$ cat config.mk
export PLATFORM = sky130hd
export DESIGN_NAME = arbitro_memoria_dados
export DESIGN_NICKNAME = d
export VERILOG_FILES = /design/src/rtl/arbitro_memoria_dados.sv
export SDC_FILE = /design/constraint.sdc
export NUM_CORES = 1
export LEC_CHECK = 0
export CAP_MARGIN = 20
export CORE_MARGIN = 4
export CORE_UTILIZATION = 30
export CTS_CLUSTER_SIZE = 8
export DETAILED_ROUTE_END_ITERATION = 6
export PLACE_DENSITY_LB_ADDON = 0.08
export SLEW_MARGIN = 5
export SYNTH_ARGS = -nofsm -noshare
export SYNTH_HDL_FRONTEND = slang
export SYNTH_SLANG_ARGS = --single-unit
$ cat constraint.sdc
create_clock -name clock -period 3 [get_ports clock]
set_input_delay 0.6 -clock clock [delete_from_list [all_inputs] [get_ports clock]]
set_output_delay 0.6 -clock clock [all_outputs]
set_load 0.01 [all_outputs]
$ cat src/rtl/arbitro_memoria_dados.sv
// ============================================================================
// Module   : arbitro_memoria_dados
// Purpose  : Two-requester arbiter and access sequencer for the single-port
//            data memory (synchronous write, combinational read). Port 0 is
//            the CPU load/store stage, port 1 the I/O/DMA engine. Accesses are
//            serialised, out-of-range addresses never reach the array, and
//            each port gets a one-cycle completion pulse.
// Ports    : clock, reset_n            - clock (rising edge), async active-low reset
//            req/we/end/dado_esc 0,1   - per-port request, write enable, address, write data
//            ack/dado_lido/erro 0,1    - per-port completion, read data, range error
//            mem_endereco/memWrite/dado_Escrito - drive the memory (zero outside ACESSO)
//            mem_dado_Lido             - combinational read data from the memory
//            ocupado                   - high whenever the sequencer is not idle
// Options  : ARB_CPU_PRIORIDADE_FIXA_EN - when defined, port 0 always wins a
//            simultaneous request; otherwise round-robin between the ports.
// Revision : 1.0 - initial release
// ============================================================================
`timescale 1ns/1ps
`default_nettype none

module arbitro_memoria_dados #(
  parameter int LARGURA_DADO = 32,
  parameter int LARGURA_END  = 26,
  parameter int PROFUNDIDADE = 51
) (
  input  logic                    clock,
  input  logic                    reset_n,

  input  logic                    req0,
  input  logic                    we0,
  input  logic [LARGURA_END-1:0]  end0,
  input  logic [LARGURA_DADO-1:0] dado_esc0,
  output logic                    ack0,
  output logic [LARGURA_DADO-1:0] dado_lido0,
  output logic                    erro0,

  input  logic                    req1,
  input  logic                    we1,
  input  logic [LARGURA_END-1:0]  end1,
  input  logic [LARGURA_DADO-1:0] dado_esc1,
  output logic                    ack1,
  output logic [LARGURA_DADO-1:0] dado_lido1,
  output logic                    erro1,

  output logic [LARGURA_END-1:0]  mem_endereco,
  output logic                    mem_memWrite,
  output logic [LARGURA_DADO-1:0] mem_dado_Escrito,
  input  logic [LARGURA_DADO-1:0] mem_dado_Lido,

  output logic                    ocupado
);

  // Range limit at full address width so the comparison is unsigned and exact.
  localparam logic [LARGURA_END-1:0] c_limite = LARGURA_END'(PROFUNDIDADE);

  typedef enum logic [1:0] {
    OCIOSO  = 2'd0,
    ACESSO  = 2'd1,
    CONCLUI = 2'd2
  } estado_t;

  estado_t estado;
  logic    sel;
`ifndef ARB_CPU_PRIORIDADE_FIXA_EN
  logic    prioridade;
`endif

  logic                    we_sel;
  logic [LARGURA_END-1:0]  end_sel;
  logic [LARGURA_DADO-1:0] dado_esc_sel;
  logic                    fora_faixa;
  logic                    em_acesso;

  assign we_sel       = sel ? we1       : we0;
  assign end_sel      = sel ? end1      : end0;
  assign dado_esc_sel = sel ? dado_esc1 : dado_esc0;
  assign fora_faixa   = (end_sel >= c_limite);

  // The state register resets asynchronously, so the memory lines fall to
  // zero the moment reset_n drops, even in the middle of an access.
  assign em_acesso        = (estado == ACESSO);
  assign mem_endereco     = em_acesso ? end_sel      : '0;
  assign mem_dado_Escrito = em_acesso ? dado_esc_sel : '0;
  assign mem_memWrite     = em_acesso & we_sel & ~fora_faixa;
  assign ocupado          = (estado != OCIOSO);

  always_ff @(posedge clock or negedge reset_n) begin
    if (!reset_n) begin
      estado     <= OCIOSO;
      sel        <= 1'b0;
`ifndef ARB_CPU_PRIORIDADE_FIXA_EN
      prioridade <= 1'b0;
`endif
      ack0       <= 1'b0;
      ack1       <= 1'b0;
      erro0      <= 1'b0;
      erro1      <= 1'b0;
      dado_lido0 <= '0;
      dado_lido1 <= '0;
    end else begin
      case (estado)
        OCIOSO: begin
          if (req0 && req1) begin
`ifdef ARB_CPU_PRIORIDADE_FIXA_EN
            sel        <= 1'b0;
`else
            // Winner takes the grant, the other port is favoured next time.
            sel        <= prioridade;
            prioridade <= ~prioridade;
`endif
            estado     <= ACESSO;
          end else if (req0) begin
            sel    <= 1'b0;
            estado <= ACESSO;
          end else if (req1) begin
            sel    <= 1'b1;
            estado <= ACESSO;
          end
        end

        ACESSO: begin
          // Only the selected port's result registers change; a write leaves
          // the read-data register holding its previous value.
          if (!sel) begin
            ack0  <= 1'b1;
            erro0 <= fora_faixa;
            if (!we_sel) begin
              dado_lido0 <= fora_faixa ? '0 : mem_dado_Lido;
            end
          end else begin
            ack1  <= 1'b1;
            erro1 <= fora_faixa;
            if (!we_sel) begin
              dado_lido1 <= fora_faixa ? '0 : mem_dado_Lido;
            end
          end
          estado <= CONCLUI;
        end

        CONCLUI: begin
          // Requests are not sampled here, giving the requester a cycle to
          // withdraw req after seeing its ack.
          ack0   <= 1'b0;
          ack1   <= 1'b0;
          erro0  <= 1'b0;
          erro1  <= 1'b0;
          estado <= OCIOSO;
        end

        default: begin
          estado <= OCIOSO;
        end
      endcase
    end
  end

endmodule

`default_nettype wire

==> reports/results.ini <==
[run_status]
status = complete, no violations

[timing]
rsz0062_at_grt = false
holdWs_ns = 0.321
finalSetupViolations = 0
slew_viol_final = 0
worstMarginPinSlew_ns = 0.588
fin_tns_setup_ns = 0
layout_setup_ws_ns = 0.106
relSlewSlack_pct = 60.8
hold_viol_final = 0
fin_crit_ns = 2.89
final.period_utilization_pct = 96.5
fin_worst_skew_ns = 0.00453
fmax_mhz = 346

[drt]
wl_um = 15900
wl_per_cell_um = 17.2
antenna_left = 0
first_iter_violations = 214
via_per_inst = 4.73
drt_drc_violations_left = 0
drtPass1Iterations = 4
vias = 4355

[yosys]
synth-seq-cells = 72
yosysUniqueCellTypes = 35
synth_edf_count = 0
synthTopCellsByArea = dfrtp_1 46%, mux2i_1 15%, nand2_1 13%
yosysMostFrequentCell = nand2_1
synth.largest_area_cell = dfrtp_1
netlist_area_um2 = 3930
yosysWarnings = 0
syn_area_per_cell_um2 = 8.30
synth_top_cell_area_share_pct = 45.9
ys_seq_area_share_pct = 45.9
syn-num-nets = 627
netlist_instances = 473
synth-main-ff-cell = dfrtp_1
async_flop_share_pct = 100
synthTopCellsByCount = 135 x nand2_1, 72 x dfrtp_1, 65 x nor2_1

[global_routing]
grt_pass1_wl_um = 24300
first_global_vias = 4608
grt_use_total_pct = 20.9
antenna_found_initial = 0
globalRoute.totalOverflow = 0
grt_max_degree = 59

[floorplanning]
rows = 41
fp.dieW_um = 122
core-area_um2 = 12700
io_pins = 282
die_h_um = 122
initial_core_util_pct = 30.9
die_area_um2 = 15000

[clocking]
clkLatencyLatePin_ns = 0.33
ctsRootBufferMaster = clkbuf_16
numCtsBuffers = 9
hold_buffers = 0
cts_sinks = 72
cts_tree = built
htree_levels = 3
path_clk_slew_ns = 0.05
cts_max_path_buffers = 2

[power_and_ir_drop]
pwr-share-comb_pct = 49.0
leakagePower_nw = 2.95
clock_power_share_pct = 25.4
internal_power_mw = 2.85
p_sw_mw = 1.54
ir_drop_mv = 0.358
seqPwrFrac_pct = 25.6
p_sw_share_pct = 35.1
p_per_area_nw_per_um2 = 606

[place]
portBuffers = 281
place.detailed.instances = 905
dp.final_hpwl_um = 12800
place.gp.congestion = 0.871
place_ws_ns = -0.200

[worst_setup_path]
critPathLaunch = end1[7]
critical_path_class = in2out
critPathLaunchType = input pin
max_stage_delay_ns = 0.46
worstPathArrival_ns = 2.29
path_cells = clkdlybuf4s50_1 > nor4_2 > and4_1 > nand4_1 > o21ai_0 > and2_1 > dlygate4sd2_1
path_max_fanout = 2
r2r_start = estado[1]$_DFFE_PN0P_
worst_setup_path_end_kind = primary output
crit_required_ns = 2.40
crit_slowest_cell = clkdlybuf4s50_1
path_buf_inv = 2
cpLargestDelayFamily = simple AND/OR/NAND/NOR gates

[cells_and_area]
drive_gt1_share_pct = 5.47
area_delta_synth_final_pct = 84.3
antennaDiodeCount = 0
fin_cells = 921
final_nets = 898

[min_path]
hold_class = in2async

[job]
cap_viol_max_count = 0

==> cells in the final DEF, fill, tap and decap left out, types with 2 or more instances in the layout <==
cell	Yosys	routed
o21ai_1	43	43
a21oi_1	3	3
nand2_1	135	135
nand3_1	2	2
clkdlybuf4s50_1	0	279
clkinv_2	0	3
inv_1	3	3
o21ai_0	28	28
nand4_1	2	2
bufinv_16	0	2
nor4_2	0	3
dfrtp_1	72	71
nand2b_2	1	2
buf_4	3	13
nor4_1	9	6
clkbuf_16	0	9
nor2_1	65	65
mux2i_1	58	58
==> worst paths after layout <==
path	end	slack, ns	cells after the start
setup reg to reg	dado_lido0[23]$_DFFE_PN0P_	0.96	6
hold / removal	dado_lido1[21]$_DFFE_PN0P_	0.32	2
min in group clock	dado_lido0[13]$_DFFE_PN0P_	0.48	2
max in group asynchronous	sel$_DFFE_PN0P_	2.31	2
setup / recovery	mem_memWrite	0.11	7
hold reg to reg	dado_lido0[13]$_DFFE_PN0P_	0.48	2
==> flip-flops by register name, indices dropped and copies added (netlist names) <==
signal / cells
ack1: 1
sel: 1
dado_lido0: 32
estado: 2
erro0: 1
prioridade: 1
ack0: 1
dado_lido1: 32
erro1: 1
==> logic make-up (layout without fill, tap and decap cells) <==
kind of cell	after synthesis	count (layout)	share of synthesized area [%]
compound gates	81	81	11.4
xor+xnor	1	1	0.223
flops	72	72	45.9
simple gates	222	222	22.8
mux	58	58	14.8
buf+inv	39	315	4.88
==> what timing repair did <==
item                       4_1_cts  5_1_grt
pin swaps                        1        0
setup endpoints to repair        1        1
resized for setup                3        1
buffers inserted                 0        0
==> metal layers <==
layer	global-route usage [%]	up-vias	share of wire, %
li1	-	2123	-
met2	36.8	177	51
met1	24.0	2026	38
met5	0	-	0
met3	5.67	29	7.7
met4	8.40	0	3.0
==> power by group through the flow <==
| stage | registers [mW] | clock network, mW | logic (mW) |
|---|---|---|---|
| after detailed placement | 1.14 | 0 | 2.17 |
| after global placement | 1.14 | 0 | 2.17 |
| final | 1.12 | 1.11 | 2.15 |
| after CTS | 1.12 | 1.14 | 2.18 |
| after floorplan | 1.09 | 0 | 1.14 |
| after global routing | 1.14 | 1.19 | 2.32 |
==> stage by stage <==
stage | area, um^2 | power, mW | utilization, %
2_1_floorplan | 3930 | 2.23 | -
3_3_place_gp | 6900 | 3.31 | 54.2
3_5_place_dp | 6900 | 3.31 | 54.2
4_1_cts | 7230 | 4.45 | 56.8
5_1_grt | 7230 | 4.65 | 56.8
6_report | 7230 | 4.38 | 56.8
==> layout make-up <==
cell class / instances / area, um^2
clock buffers: 10 / 229
repair buffers: 295 / 2920
fillers: 1199 / 5490
well taps: 172 / 215
flip-flops and latches: 72 / 1810
clock inverters: 6 / 83.8
multi-input cells: 362 / 1960
inverters: 4 / 15.0
No activity file was read; power rests on OpenSTA's default activity.
